<file path="config.mk">
export PLATFORM = sky130hd
export DESIGN_NAME = imem_loader
export DESIGN_NICKNAME = d
export VERILOG_FILES = /design/src/rtl/imem_loader.sv
export SDC_FILE = /design/constraint.sdc
export NUM_CORES = 1
export LEC_CHECK = 0
export ABC_CLOCK_PERIOD_IN_PS = 3800
export CORE_MARGIN = 1
export CORE_UTILIZATION = 49
export CTS_CLUSTER_SIZE = 25
export DETAILED_ROUTE_END_ITERATION = 16
export PLACE_DENSITY = 0.77
export SETUP_SLACK_MARGIN = 0.2
export SLEW_MARGIN = 25
export SYNTH_ARGS = -nofsm -noshare
export SYNTH_HDL_FRONTEND = slang
export SYNTH_SLANG_ARGS = --single-unit
</file>
<file path="constraint.sdc">
create_clock -name clk -period 3.8 [get_ports clk]
set_input_delay 0.76 -clock clk [delete_from_list [all_inputs] [get_ports clk]]
set_output_delay 0.76 -clock clk [all_outputs]
set_load 0.02 [all_outputs]
</file>
<file path="src/rtl/imem_loader.sv">
`default_nettype none
// ============================================================================
// Module      : imem_loader
// Description : Streams bytes into the four byte-lane instruction memories and
//               holds the core in reset for the duration of the load.
// Revision    : 1.0 - initial release
// ============================================================================
module imem_loader #(
  parameter int WORDS = 256
) (
  input  logic       clk,
  input  logic       reset,
  input  logic       start,
  input  logic [8:0] word_count,
  input  logic [7:0] byte_in,
  input  logic       byte_valid,
  output logic       byte_ready,
  output logic [9:0] mem_addr,
  output logic [7:0] mem_wdata,
  output logic [3:0] mem_we,
  output logic       cpu_hold,
  output logic       busy,
  output logic       done,
  output logic       err,
  output logic [7:0] checksum
);

  localparam logic [9:0] C_WORDS = 10'(WORDS);

  typedef enum logic [1:0] {
    S_IDLE  = 2'd0,
    S_LOAD  = 2'd1,
    S_FLUSH = 2'd2,
    S_DONE  = 2'd3
  } state_t;

  state_t     r_state;
  state_t     w_next;
  logic [9:0] r_count;
  logic [9:0] r_last;
  logic [9:0] r_addr;
  logic [7:0] r_wdata;
  logic [3:0] r_we;
  logic [7:0] r_sum;
  logic       r_err;
  logic       w_legal;
  logic       w_accept;
  logic       w_load_go;
  logic [7:0] w_last_word;

  // A count of WORDS (256) wraps to 0 in eight bits, so minus one lands on 255.
  always_comb begin
    w_legal     = (word_count != 9'd0) && ({1'b0, word_count} <= C_WORDS);
    w_last_word = word_count[7:0] - 8'd1;
  end

  always_ff @(posedge clk) begin
    if (reset) begin
      r_state <= S_IDLE;
    end else begin
      r_state <= w_next;
    end
  end

  always_comb begin
    w_next     = r_state;
    byte_ready = 1'b0;
    cpu_hold   = 1'b0;
    busy       = 1'b1;
    done       = 1'b0;
    w_accept   = 1'b0;
    w_load_go  = 1'b0;
    case (r_state)
      S_IDLE: begin
        busy = 1'b0;
        if (start && w_legal) begin
          w_next    = S_LOAD;
          w_load_go = 1'b1;
        end
      end
      S_LOAD: begin
        byte_ready = 1'b1;
        cpu_hold   = 1'b1;
        w_accept   = byte_valid;
        if (byte_valid && (r_count == r_last)) begin
          w_next = S_FLUSH;
        end
      end
      S_FLUSH: begin
        cpu_hold = 1'b1;
        w_next   = S_DONE;
      end
      S_DONE: begin
        cpu_hold = 1'b1;
        done     = 1'b1;
        w_next   = S_IDLE;
      end
      default: begin
        w_next = S_IDLE;
      end
    endcase
  end

  // Write port is registered: a byte accepted at one edge is written at the next.
  always_ff @(posedge clk) begin
    if (reset) begin
      r_count <= 10'd0;
      r_last  <= 10'd0;
      r_addr  <= 10'd0;
      r_wdata <= 8'd0;
      r_we    <= 4'd0;
      r_sum   <= 8'd0;
      r_err   <= 1'b0;
    end else begin
      r_err <= start && (r_state == S_IDLE) && !w_legal;
      r_we  <= 4'd0;
      if (w_load_go) begin
        r_count <= 10'd0;
        r_sum   <= 8'd0;
        r_last  <= {w_last_word, 2'b11};
      end
      if (w_accept) begin
        r_we    <= 4'b0001 << r_count[1:0];
        r_addr  <= r_count;
        r_wdata <= byte_in;
        r_sum   <= r_sum + byte_in;
        r_count <= r_count + 10'd1;
      end
    end
  end

  always_comb begin
    mem_addr  = r_addr;
    mem_wdata = r_wdata;
    mem_we    = r_we;
    err       = r_err;
    checksum  = r_sum;
  end

endmodule
`default_nettype wire

</file>
## Yosys cells after proc, flatten, opt, wreduce, memory -nomap -nowiden

Cells that the tools add are included.

| word-level totals | value |
|---|---|
| register bits after elaboration | 53 |
| word-level logic and storage cells | 46 |
| output and inout port bits | 35 |
| bits of input ports | 21 |

| cells by class | value |
|---|---|
| magnitude comparators | 1 |
| mux-type cells | 14 |
| eq/ne operators | 6 |
| bitwise gates (word level) | 1 |
| reduce and logical (&&, ||, !) cells | 12 |
| shift-type cells | 1 |
| add/sub/neg operators | 3 |

Operators by type and width:

| operator | count |
|---|---|
| 2-to-1 mux 10 bit | 2 |
| 2-to-1 mux 8 bit | 2 |
| adder 10 x 1 -> 10 bit, second input constant | 1 |
| equality test 10 bit | 1 |
| less-or-equal comparator 9 bit, second input constant | 1 |
| nonzero test 9 bit | 1 |
| adder 8 bit | 1 |
| case mux 2 bit (4 select lines) | 1 |
| subtractor 8 x 1 -> 8 bit, second input constant | 1 |
| 2-to-1 mux 1 bit | 7 |
| logical AND 1 bit | 5 |
| equality test 2 bit, second input constant | 2 |
| 2-to-1 mux 2 bit | 2 |
| inequality test 2 bit, second input constant | 2 |
| left shift 1 x 2 -> 4 bit, first input constant | 1 |
| OR reduction 3 bit | 1 |
| equality test 2 x 1 -> 1 bit, second input constant | 1 |
| zero test 2 bit | 1 |
| AND reduction 2 bit | 1 |
| nonzero test 2 bit | 1 |
| OR reduction 2 bit | 1 |
| zero test 1 bit | 1 |
| inverter 1 bit | 1 |

## Depth between registers and ports, before layout

Gate-level depths: netlist (run 1).

| depth | value |
|---|---|
| depth in word-level cells | 7 |
| gate-level depth with buffers | 9 |
| depth with buffers taken out | 8 |

## Worst setup path after synthesis (run 1)

Ideal clock, no wire load.

| timing | value |
|---|---|
| path type | input port to flip-flop |
| start | in byte_in[1] |
| end | reg r_sum[7] (netlist: checksum[7]) |
| setup time | 0.075 ns |
| required time | 3.725 ns |
| stages on the path | 6 |
| slack | 1.567 ns |
| data arrival time | 2.158 ns |
| path buffers | 0 |
| cell sequence | ha_1 -> a21o_1 -> and4_4 -> or3_1 -> a311o_1 -> a31oi_1 |

| between the ends | value |
|---|---|
| longest elaborated chain between the ends | 2 |

Ends and longest elaborated chain:

| item | line | source |
|---|---|---|
| from (decl) | 15 | `input logic [7:0] byte_in,` |
| adder 8 bit | 126 | `r_sum <= r_sum + byte_in;` |
| 2-to-1 mux 8 bit | 122 | `if (w_accept) begin` |
| to (signal assigned) | 126 |  |
| to (decl) | 44 | `logic [7:0] r_sum;` |

Every way passes these cells.
A chain may end at the register's enable or synchronous reset.

## Worst setup path after layout (run 1)

| timing | value |
|---|---|
| start | in word_count[0] |
| end | reg r_last[7] |

| between the ends | value |
|---|---|
| longest elaborated chain between the ends | 5 |

Ends and longest elaborated chain:

| item | line | source |
|---|---|---|
| from (decl) | 14 | `input logic [8:0] word_count,` |
| less-or-equal comparator 9 bit or nonzero test 9 bit (tied branches) | 53 | `w_legal = (word_count != 9'd0) && ({1'b0, word_count} <= C_WORDS);` |
| logical AND 1 bit | 53 |  |
| logical AND 1 bit | 76 | `if (start && w_legal) begin` |
| 2-to-1 mux 1 bit | 76 |  |
| 2-to-1 mux 1 bit | 73 | `case (r_state)` |
| to (signal assigned) | 120 | `r_last <= {w_last_word, 2'b11};` |
| to (decl) | 40 | `logic [9:0] r_last;` |

Parallel ways exist; a longest one is shown, timed or not.

==> flow_summary_export.csv, run 1 <==
group,metric,value,unit
run_status,status,"finished clean",
timing,drv_slew,0,
run,maxCapViolations,0,
placed_design,port_buffers,55,
clock_network,cts-hold-fix-buffers,0,
layout,area_delta_synth_final,25.0,%
setup_path,critPathKind,"in2reg",
setup_path,worstPathMaxFanout,18,
clock_network,htree_levels,2,
floorplanning,die_h,75.9,um
timing,finalSetupViolCount,0,
clock_network,cts_tree,"yes",
global_route,grt_usage,21.8,%
clock_network,cts_setup_buffers,0,
timing,fmax,372,MHz
worst_hold_path,hold_path_class,"reg2reg",
global_route,grt_max_degree,55,
power,peakVddDrop,0.000263,V
layout,layout.cells.non_filler,436,
placed_design,globalplace.congestion,0.780,
timing,finalCritPeriodShare,70.7,%
synth,synth-edff-count,0,
synth,synthFlopType,"dfxtp_1",
global_route,grt_first_pass_wirelength,9.60,mm
timing,fin_skew,0.00710,ns
layout,final_cell_mix,"54 x clkdlybuf4s50_1, 53 x nand2_1, 52 x dfxtp_1, 36 x a21oi_1, 21 x nor2_1",
timing,fin_setup_tns,0,ns
timing,slew-limit-headroom,32.3,%
global_route,grt_pass1_vias,2138,
floorplanning,fp.dieW,75.9,um
synth,synthArstFlopShare,0,%
layout,finish.net_count,402,
floorplanning,start_util,51.7,%
layout,final_common_cell,"clkdlybuf4s50_1",
floorplanning,boundaryPins,56,
clock_network,clockBufferDepth,2,
clock_network,cts_root_buf,"clkbuf_8",
layout,diodes,0,
drt,firstDrtPassIters,4,
drt,drc,0,
synth,yosysWarnings,0,
setup_path,end_kind,"flop",
drt,vias,2362,
setup_path,crit_arrival,2.91,ns
power,powerDensity,454,mW/mm2
clock_network,clk_latency,0.30,ns
floorplanning,row_count,26,
synth,yosysSeqAreaShare,38.9,%
timing,period_needed,2.68,ns
synth,netlist_area,0.00268,mm2
floorplanning,core,0.00517,mm2
drt,avgViaCountPerCell,5.42,
clock_network,clkTransAtPathRegs,0.09,ns
drt,drt_first_iter_violations,156,
synth,ys_ff_latch,52,
synth,postSynthCellCount,321,
power,finalPower,1.52,mW
floorplanning,die-area,0.00576,mm2
timing,worstMarginPinSlew,1.01,ns
layout,postLayoutCoreUtil,64.6,%
synth,yosys.cell_types.count,51,
drt,wl,5.65,mm
global_route,grt_overflow,0,
clock_network,cts.sinks,52,
placed_design,place_inst,427,
synth,syn_nets,358,
clock_network,cts_resized,0,
clock_network,numCtsBuffers,5,
setup_path,critical_path_required,4.02,ns
drt,wire_per_inst,13.0,um
timing,hold_viol,0,
placed_design,dpl.hpwl,3.98,mm
synth,synth.avg_cell_area,8.33,um2
global_route,antenna_found_initial,0,
drt,ant_nets,0,
setup_path,cp-start-kind,"primary input",
power,p_leak,1.19,nW
layout,drive_gt1_share,6.83,%
timing,rsz0062_at_grt,"false",
-- power breakdown --
| group | switching, mW | internal [mW] | total, mW |
|---|---|---|---|
| logic | 0.310 | 0.236 | 0.547 |
| registers | 0.0446 | 0.598 | 0.642 |
| clock network | 0.180 | 0.148 | 0.328 |
-- sequential cells by signal, indices dropped and copies added (netlist names) --
signal     cells
r_count       10
mem_wdata      8
checksum       8
mem_addr      10
err            1
mem_we         4
r_state        2
r_last         9
-- kinds of logic (layout without fill, tap and decap cells) --
kind of cell / Yosys count / after routing / share of synthesized area, %
AOI/OAI and AO/OA: 78 / 78 / 19.4
adders and majority gates: 16 / 16 / 7.76
DFF: 52 / 52 / 38.9
xor gates and xnor gates: 14 / 14 / 4.58
and+or+nand+nor: 126 / 126 / 23.1
muxes: 1 / 1 / 0.374
buffers and inverters: 34 / 79 / 5.89
-- routing by layer --
metal / track usage (%) / share of wire (%)
met2: 37.5 / 49
met1: 27.1 / 46
met3: 4.63 / 3.9
met4: 6.79 / 1.3
met5: 0 / 0
-- per-stage QoR --
step	hold WS, ns	setup slack [ns]	cell area (um2)
5_1_grt	0.481	0.933	3340
2_1_floorplan	0.455	1.57	2680
3_5_place_dp	0.447	0.802	3220
3_3_place_gp	0.446	0.854	3220
4_1_cts	0.460	1.11	3320
6_report	0.457	1.12	3340
-- synthesized netlist by cell type, types with 2 or more instances --
cell	instances	share of area (%)
a31oi_1	6	1.4
and3_1	5	1.2
inv_1	11	1.5
nand4_1	4	0.94
a211oi_2	7	3.3
nor3b_1	2	0.56
nand3_1	12	2.2
dfxtp_1	52	39
nor4b_1	2	0.65
xnor2_1	13	4.3
a311oi_1	3	0.98
or3_1	2	0.47
nor2_1	21	2.9
a21oi_1	36	6.7
nand2_1	53	7.4
nand2b_1	3	0.70
buf_2	2	0.37
clkbuf_1	18	2.5
a21o_1	2	0.56
nand3b_1	2	0.56
o21a_1	2	0.56
nor3_1	10	1.9
ha_1	15	7.0
nor2b_1	2	0.47
o21ai_0	10	1.9
-- worst max-delay path, stage by stage --
cell and delay (ns):
clkdlybuf4s50_1 0.45, inv_1 0.11, ha_1 0.15, nor4b_4 0.21
a21bo_1 0.19, and3b_1 0.67, nor2_1 0.11, a311oi_2 0.24
-- final timing paths --
kind | cells past startpoint | from | slack, ns | end
worst max-delay path | 8 | word_count[0] | 1.12 | r_last[7]
worst min register to register | 2 | mem_addr[8] | 0.46 | mem_addr[8]
worst min-delay path | 2 | mem_addr[8] | 0.46 | mem_addr[8]
worst max register to register | 5 | r_state[1] | 1.58 | r_count[7]
-- cell type report --
| cell class | count | area [um2] |
|---|---|---|
| fillers | 458 | 1830 |
| multi-input cells | 235 | 1480 |
| flip-flops and latches | 52 | 1040 |
| repair buffers | 60 | 603 |
| well taps | 70 | 87.6 |
| clock buffers | 7 | 86.3 |
| inverters | 11 | 41.3 |
| clock inverters | 1 | 7.51 |
Power figures use the tool's default switching activity.
==> run 2: changes to the inputs <==
ABC_CLOCK_PERIOD_IN_PS = 2400   (was 3800)
CORE_UTILIZATION = 46   (was 49)
PLACE_DENSITY = 0.76   (was 0.77)
clock period = 2.4 ns   (was 3.8 ns; I/O delays follow)
==> run 2 against run 1 <==
Compared with the run above: cell count grew 2.8%; clock power is 82% higher; non-clock buffer count up 10; flip-flop and latch count unchanged; sequential share of layout area is 1.4 points lower; via count up 3.0%; count of clock-buffer cells in the layout decreased by 1; global-route usage is 0.71 points lower; critical path type unchanged.
==> flow_summary_export.csv, run 2 (synthesis results as in run 1) <==
group,metric,value,unit
run,maxCapViolations,0,
placed_design,dpl.hpwl,4.21,mm
clock_network,numCtsBuffers,5,
timing,fmax,466,MHz
run_status,status,"finished clean",
global_route,grt_pass1_vias,2315,
setup_path,worstPathCellList,"clkdlybuf4s50_1 > ha_2 > inv_1 > fa_2 > nor2b_2 > o21ai_2 > a21oi_2 > nor3_1 > o41ai_1",
setup_path,critical_path_required,2.60,ns
global_route,grt_max_degree,49,
clock_network,cts_root_buf,"clkbuf_8",
floorplanning,die_h,78.3,um
global_route,grt_overflow,0,
layout,final_common_cell,"nand2_1",
power,finalPower,2.55,mW
floorplanning,start_util,48.3,%
setup_path,reg2reg_to,"checksum[7]",
setup_path,cp-start-kind,"primary input",
clock_network,htree_levels,2,
drt,drc,0,
drt,vias,2434,
timing,hold_viol,0,
setup_path,cp_slowest_cell,"clkdlybuf4s50_1",
power,powerDensity,731,mW/mm2
clock_network,clk_latency,0.31,ns
timing,period_needed,2.15,ns
clock_network,clockBufferDepth,2,
drt,drt_first_iter_violations,178,
worst_hold_path,hold_path_class,"reg2reg",
timing,rsz0062_at_grt,"true",
floorplanning,die-area,0.00612,mm2
power,p_leak,1.29,nW
setup_path,worstPathMaxFanout,3,
placed_design,port_buffers,55,
drt,ant_nets,0,
timing,worstMarginPinSlew,0.548,ns
floorplanning,row_count,27,
setup_path,end_kind,"flop",
setup_path,reg2reg_slack,0.49,ns
setup_path,crit_arrival,2.35,ns
clock_network,cts.sinks,52,
placed_design,place_inst,437,
setup_path,reg2reg_depth,6,
worst_hold_path,hold_depth,2,
layout,layout.cells.non_filler,448,
layout,diodes,0,
layout,final_cell_mix,"53 x nand2_1, 52 x dfxtp_1, 50 x clkdlybuf4s50_1, 33 x a21oi_1, 21 x nor2_1",
clock_network,cts-hold-fix-buffers,0,
worst_hold_path,hold_end,"mem_wdata[1]",
layout,area_delta_synth_final,30.7,%
setup_path,critPathKind,"in2reg",
setup_path,worstReg2RegStart,"checksum[1]",
drt,wl,6.17,mm
timing,slew-limit-headroom,63.5,%
setup_path,cpPeakStageDelay,0.48,ns
timing,fin_skew,0.00567,ns
global_route,grt_usage,21.0,%
drt,firstDrtPassIters,4,
global_route,grt_first_pass_wirelength,10.3,mm
clock_network,clkTransAtPathRegs,0.09,ns
timing,finalSetupViolCount,0,
layout,fill_cells,496,
placed_design,globalplace.congestion,0.837,
global_route,antenna_found_initial,0,
floorplanning,fp.dieW,78.3,um
layout,finish.net_count,412,
drt,avgViaCountPerCell,5.43,
floorplanning,core,0.00554,mm2
drt,wire_per_inst,13.8,um
timing,drv_slew,0,
layout,drive_gt1_share,12.0,%
timing,finalCritPeriodShare,89.4,%
power,peakVddDrop,0.000428,V
worst_hold_path,min_from,"mem_wdata[1]",
floorplanning,boundaryPins,56,
clock_network,cts_tree,"yes",
==> run 2: layout make-up <==
type                       count  area [um2]  area share [%]
clock buffer                   6        72.6            2.08
clock inverter                 2        35.0            1.00
inverter                      11        41.3            1.18
multi-input combinational    235        1510            43.3
sequential                    52        1040            29.8
tap                           72        90.1            2.58
timing repair buffer          70         702            20.1
==> run 2: critical path: cells and delay by family <==
family	cells	cell delay, ns
AOI/OAI and AO/OA	3	0.57
buffers and inverters	2	0.53
adders and majority gates	2	0.52
and+or+nand+nor	2	0.23
==> run 2: routing by layer <==
metal / vias up / share of wire (%) / track usage (%)
met5: - / 0 / 0
met2: 59 / 51 / 36.8
li1: 1224 / - / -
met3: 14 / 3.9 / 4.30
met1: 1137 / 43 / 24.6
met4: 0 / 2.1 / 9.81
==> run 2: report_power, final <==
group	leakage [nW]	total (mW)	internal (mW)	switching (mW)
clock	0.0552	0.597	0.310	0.287
sequential	0.422	1.02	0.946	0.0718
combinational	0.814	0.938	0.412	0.527
total	1.29	2.55	1.67	0.886
==> run 2: stage by stage <==
step / setup TNS [ns] / setup slack [ns] / hold WS [ns] / utilization, % / area [um2]
after global routing: 0 / 0.161 / 0.483 / 63.1 / 3500
after CTS: 0 / 0.219 / 0.459 / 62.0 / 3430
after floorplan: 0 / 0.447 / 0.455 / - / 2680
after global placement: -0.237 / -0.0880 / 0.443 / 60.0 / 3320
final: 0 / 0.254 / 0.458 / 63.1 / 3500
after detailed placement: -0.494 / -0.192 / 0.447 / 60.0 / 3320
==> run 2: what timing repair did <==
item,in CTS,in global routing
gates resized for setup,2,14
endpoints found under the setup margin,3,15
pin swaps,2,3
buffers inserted,1,2
==> run 2: how the worst max path moves through the flow <==
| stage | from | cells past startpoint | to | slack (ns) |
|---|---|---|---|---|
| 6_report | byte_in[0] | 9 | checksum[6] | 0.25 |
| 5_1_grt | byte_in[0] | 9 | checksum[6] | 0.16 |
| 4_1_cts | r_state[1] | 3 | byte_ready | 0.22 |
| 3_5_place_dp | byte_in[0] | 9 | checksum[6] | -0.19 |
| 3_3_place_gp | byte_in[0] | 9 | checksum[6] | -0.09 |
| 2_1_floorplan | byte_in[1] | 6 | checksum[7] | 0.45 |
==> run 3: changes to the inputs <==
--- a/config.mk
+++ b/config.mk
@@ -7,5 +7,5 @@
 export LEC_CHECK = 0
 export ABC_CLOCK_PERIOD_IN_PS = 2400
-export CORE_MARGIN = 1
+export CORE_MARGIN = 8
 export CORE_UTILIZATION = 46
 export CTS_CLUSTER_SIZE = 25
@@ -13,5 +13,4 @@
 export PLACE_DENSITY = 0.76
 export SETUP_SLACK_MARGIN = 0.2
-export SLEW_MARGIN = 25
 export SYNTH_ARGS = -nofsm -noshare
 export SYNTH_HDL_FRONTEND = slang
==> constraint.sdc (replaced) <==
create_clock -name clk -period 2.4 [get_ports clk]
set_input_delay 0.36 -clock clk [delete_from_list [all_inputs] [get_ports clk]]
set_output_delay 0.36 -clock clk [all_outputs]
set_load 0.02 [all_outputs]
==> run 3 against run 2 <==
Compared with the run above: global-route usage shrank 5.9 points; die area grew 39%; total power shrank 5.5%; hold slack gained 0.0012 ns; critical path type unchanged; largest power group unchanged; highest routed layer unchanged.
==> flow_summary_export.csv, run 3 (synthesis results as in run 1) <==
group,metric,value,unit
power,comb_power_share,37.8,%
timing,fmax,475,MHz
drt,wl,6.25,mm
run,maxCapViolations,0,
drt,wire_per_inst,14.2,um
layout,fill_cells,516,
timing,drv_slew,0,
drt,firstDrtPassIters,4,
clock_network,clk_latency,0.30,ns
floorplanning,core,0.00557,mm2
power,switchingPower,0.866,mW
floorplanning,row_count,27,
timing,hold_viol,0,
layout,postLayoutCoreUtil,60.8,%
global_route,grt_usage,15.2,%
run_status,status,"finished clean",
clock_network,clkTransAtPathRegs,0.09,ns
timing,worst_slack,0.297,ns
timing,hold_slack,0.459,ns
drt,ant_nets,0,
placed_design,dpl.hpwl,4.61,mm
floorplanning,die-area,0.00851,mm2
floorplanning,die_h,92.3,um
layout,seqCellArea,0.00104,mm2
layout,final_common_cell,"clkdlybuf4s50_1",
setup_path,crit_arrival,2.34,ns
timing,finalSetupViolCount,0,
layout,layout.cells.non_filler,441,
layout,multi_input_area,0.00148,mm2
clock_network,htree_levels,2,
drt,avgViaCountPerCell,5.44,
worst_hold_path,hold_path_class,"reg2reg",
power,finalPower,2.41,mW
clock_network,numCtsBuffers,5,
drt,drc,0,
timing,rsz0062_at_grt,"false",
placed_design,place_inst,434,
floorplanning,boundaryPins,56,
timing,worstMarginPinSlew,0.731,ns
drt,drt_first_iter_violations,134,
clock_network,clockBufferDepth,2,
clock_network,cts_tree,"yes",
layout,area_delta_synth_final,26.6,%
placed_design,pre_cts_slack,-0.0125,ns
global_route,grt_first_pass_wirelength,10.9,mm
setup_path,critical_path_required,2.63,ns
layout,final_cell_mix,"54 x clkdlybuf4s50_1, 53 x nand2_1, 52 x dfxtp_1, 35 x a21oi_1, 21 x nor2_1",
floorplanning,start_util,48.0,%
power,p_leak,1.22,nW
placed_design,globalplace.congestion,0.801,
setup_path,cp-start-kind,"primary input",
global_route,grt_max_degree,49,
setup_path,end_kind,"flop",
power,clockPowerShare,20.0,%
drt,vias,2398,
setup_path,worstPathMaxFanout,4,
timing,finalCritPeriodShare,87.6,%
timing,fin_skew,0.00448,ns
layout,diodes,0,
power,peakVddDrop,0.000357,V
power,p_seq_share,42.2,%
layout,drive_gt1_share,8.40,%
clock_network,cts-hold-fix-buffers,0,
layout,finish.net_count,406,
clock_network,cts.sinks,52,
placed_design,port_buffers,55,
power,power.share.switching,35.9,%
global_route,grt_overflow,0,
setup_path,critPathKind,"in2reg",
timing,period_needed,2.10,ns
power,powerDensity,712,mW/mm2
floorplanning,fp.dieW,92.3,um
global_route,antenna_found_initial,0,
timing,slew-limit-headroom,51.3,%
clock_network,cts_root_buf,"clkbuf_8",
global_route,grt_pass1_vias,2331,
power,p_int,1.55,mW
## run 3: metrics by stage
| step | setup TNS, ns | area (um2) |
|---|---|---|
| final | 0 | 3390 |
| after global routing | 0 | 3390 |
| after CTS | 0 | 3380 |
| after detailed placement | -0.0155 | 3300 |
| after global placement | 0 | 3300 |
| after floorplan | 0 | 2680 |
## run 3: per-layer routing
metal / up-vias / track usage, % / share of wire [%]
li1: 1207 / - / -
met1: 1127 / 17.4 / 42
met2: 57 / 26.9 / 51
met3: 7 / 4.16 / 6.0
met4: 0 / 4.16 / 1.1
met5: - / 0 / 0
## run 3: repair_timing
action | 4_1_cts | 5_1_grt
buffers inserted | 0 | 0
setup endpoints to repair | 0 | 2
resized for setup | 0 | 3
## run 3: final timing paths
path	depth (start not counted)	from	end	slack, ns
max	7	byte_in[1]	checksum[7]	0.30
min	2	mem_addr[5]	mem_addr[5]	0.46
max reg2reg	6	checksum[1]	checksum[7]	0.47
min reg2reg	2	mem_addr[5]	mem_addr[5]	0.46
## run 3: layout make-up
cell class                      instances  share of cell area (%)
Clock buffer                            5                    2.03
Inverter                               11                    1.22
Timing Repair Buffer                   64                    19.2
Multi-Input combinational cell        235                    43.8
Sequential cell                        52                    30.7
Tap cell                               72                    2.66
Clock inverter                          2                   0.369
## run 3: critical path, stage by stage
cell	delay, ns
clkdlybuf4s50_1	0.46
ha_1	0.32
a21o_1	0.21
and4_4	0.20
or3_1	0.36
a311o_1	0.32
a31oi_1	0.12
## run 3: power by group through the flow
stage / sequential, mW / combinational (mW) / clock [mW]
2_1_floorplan: 1.06 / 0.567 / 0
3_3_place_gp: 1.03 / 0.897 / 0
3_5_place_dp: 1.04 / 0.918 / 0
4_1_cts: 1.02 / 0.920 / 0.495
5_1_grt: 1.03 / 1.01 / 0.530
6_report: 1.02 / 0.913 / 0.482
==> edit, RTL diff (settings of run 2) <==
Put a register stage on the output `err`, with the module's reset. The value now appears one clock later. The other outputs are not delayed to match.
--- a/src/rtl/imem_loader.sv
+++ b/src/rtl/imem_loader.sv
@@ -34,4 +34,6 @@
     S_DONE  = 2'd3
   } state_t;
+
+  logic err_d;
 
   state_t     r_state;
@@ -134,6 +136,14 @@
     mem_wdata = r_wdata;
     mem_we    = r_we;
-    err       = r_err;
+    err_d     = r_err;
     checksum  = r_sum;
+  end
+
+  always_ff @(posedge clk) begin
+    if (reset) begin
+      err <= '0;
+    end else begin
+      err <= err_d;
+    end
   end
 
Check against the original RTL: not equivalent (Yosys sat finds a counterexample within 4 cycles, from zero or initial values and one cycle with reset high).
==> edit against run 2 <==
  * Wire length shrank 2.5%
  * Area after synthesis up 0.89%
  * Global-route usage is 0.22 points higher
  * Sequential cell count rose by 1
  * Combinational power grew 1%
  * Setup slack improved by 0.024 ns
  * Worst hold slack lost 0.018 ns
  * Final cell count grew 1.8%
  * Final area rose by 2.0%
  * Power up 2.8%
  * Core utilization grew 0.87 points
  * Critical path type unchanged
  * Critical endpoint is now r_last[7]
  * Largest cell class unchanged
  * Highest routed layer unchanged
==> edit: results (changes against run 2) <==
stage,metric,value,unit,change
status,outcome,completed,,unchanged
timing,holdWs,0.440,ns,was 0.458 ns
finish,nFillCells,486,,was 496
grt,grt_use_total,21.3,%,was 21.0%
setup_path,cpPeakStageDelay,0.52,ns,was 0.48 ns
logic_synthesis,syn-num-nets,359,,was 358
setup_path,rrSetupSlack,0.62,ns,was 0.49 ns
finish,instances_no_fill,456,,was 448
logic_synthesis,netlist_instances,322,,was 321
setup_path,critPathMaxFanout,10,,was 3
finish,multi_input_area_share,42.5,%,was 43.3%
setup_path,crit_end,r_last[7],,was checksum[6]
routing,vias,2456,,was 2434
finish,register_area,0.00106,mm²,was 0.00104 mm²
logic_synthesis,synth_compound_area_share,19.7,%,was 19.4%
place,place_congestion,0.859,,was 0.837
power_and_ir_drop,irDropWorstVdd,0.000480,V,was 0.000428 V
finish,n_all_buffers,75,,was 70
power_and_ir_drop,p_comb,951,µW,was 938 µW
logic_synthesis,synthAdderAreaFrac,7.70,%,was 7.76%
logic_synthesis,synth.area.top_cells,"dfxtp_1 39%, nand2_1 7.2%, ha_1 7.0%",,"was dfxtp_1 39%, nand2_1 7.4%, ha_1 7.0%"
setup_path,cp_slowest_cell,or4_4,,was clkdlybuf4s50_1
routing,drt-initial-drc-count,182,,was 178
finish,clkCellAreaFrac,3.37,%,was 3.08%
finish,seq_cells,53,,was 52
setup_path,r2r-start,checksum[0],,was checksum[1]
worst_hold_path,whs_path_depth,1,,was 2
setup_path,r2r-end,checksum[4],,was checksum[7]
worst_hold_path,hold-path-endpoint,err,,was mem_wdata[1]
logic_synthesis,ys_seq_area_share,39.3,%,was 38.9%
timing,fin_skew,0.00759,ns,was 0.00567 ns
logic_synthesis,synthXorXnorAreaFrac,5.19,%,was 4.58%
logic_synthesis,synth_common_cells,"53 x dfxtp_1, 52 x nand2_1, 30 x a21oi_1",,"was 53 x nand2_1, 52 x dfxtp_1, 36 x a21oi_1"
routing,routed_wl,6020,µm,was 6170 µm
grt,grt_pass1_vias,2376,,was 2315
finish,final_nets,420,,was 412
timing,tightest_slew,0.468,ns,was 0.548 ns
setup_path,worstSetupStartpoint,word_count[5],,was byte_in[0]
finish,multi_input_cells,237,,was 235
clock_tree,cts_resized,7,,was 2
worst_hold_path,worstHoldStart,err_d,,was mem_wdata[1]
finish,drive_above_1_share,14.3,%,was 12.0%
edit: per-stage QoR:
stage / power, µW / setup WS [ns] / cell area, µm² / utilization (%) / TNS (ns)
floorplan: 1650 / 0.269 / 2700 / - / 0
global placement: 1970 / -0.108 / 3400 / 61.0 / -1.34
detailed placement: 1990 / -0.184 / 3400 / 61.0 / -2.82
CTS: 2630 / 0.201 / 3550 / 63.6 / 0
global route: 2790 / 0.202 / 3570 / 64.0 / 0
finish: 2630 / 0.278 / 3570 / 64.0 / 0
edit: kinds of logic after synthesis:
kind of cell,after synthesis
flip-flops,53
adder cells (fa/ha/maj),16
buffers and inverters,32
XOR/XNOR,16
AO/OA/AOI/OAI,78
AND/OR/NAND/NOR,126
multiplexers,1
edit: routing by layer:
| layer | global-route usage, % | share of wire (%) |
|---|---|---|
| met1 | 27.3 | 45 |
| met2 | 36.9 | 49 |
| met3 | 4.30 | 5.2 |
| met4 | 3.89 | 1.0 |
| met5 | 0 | 0 |
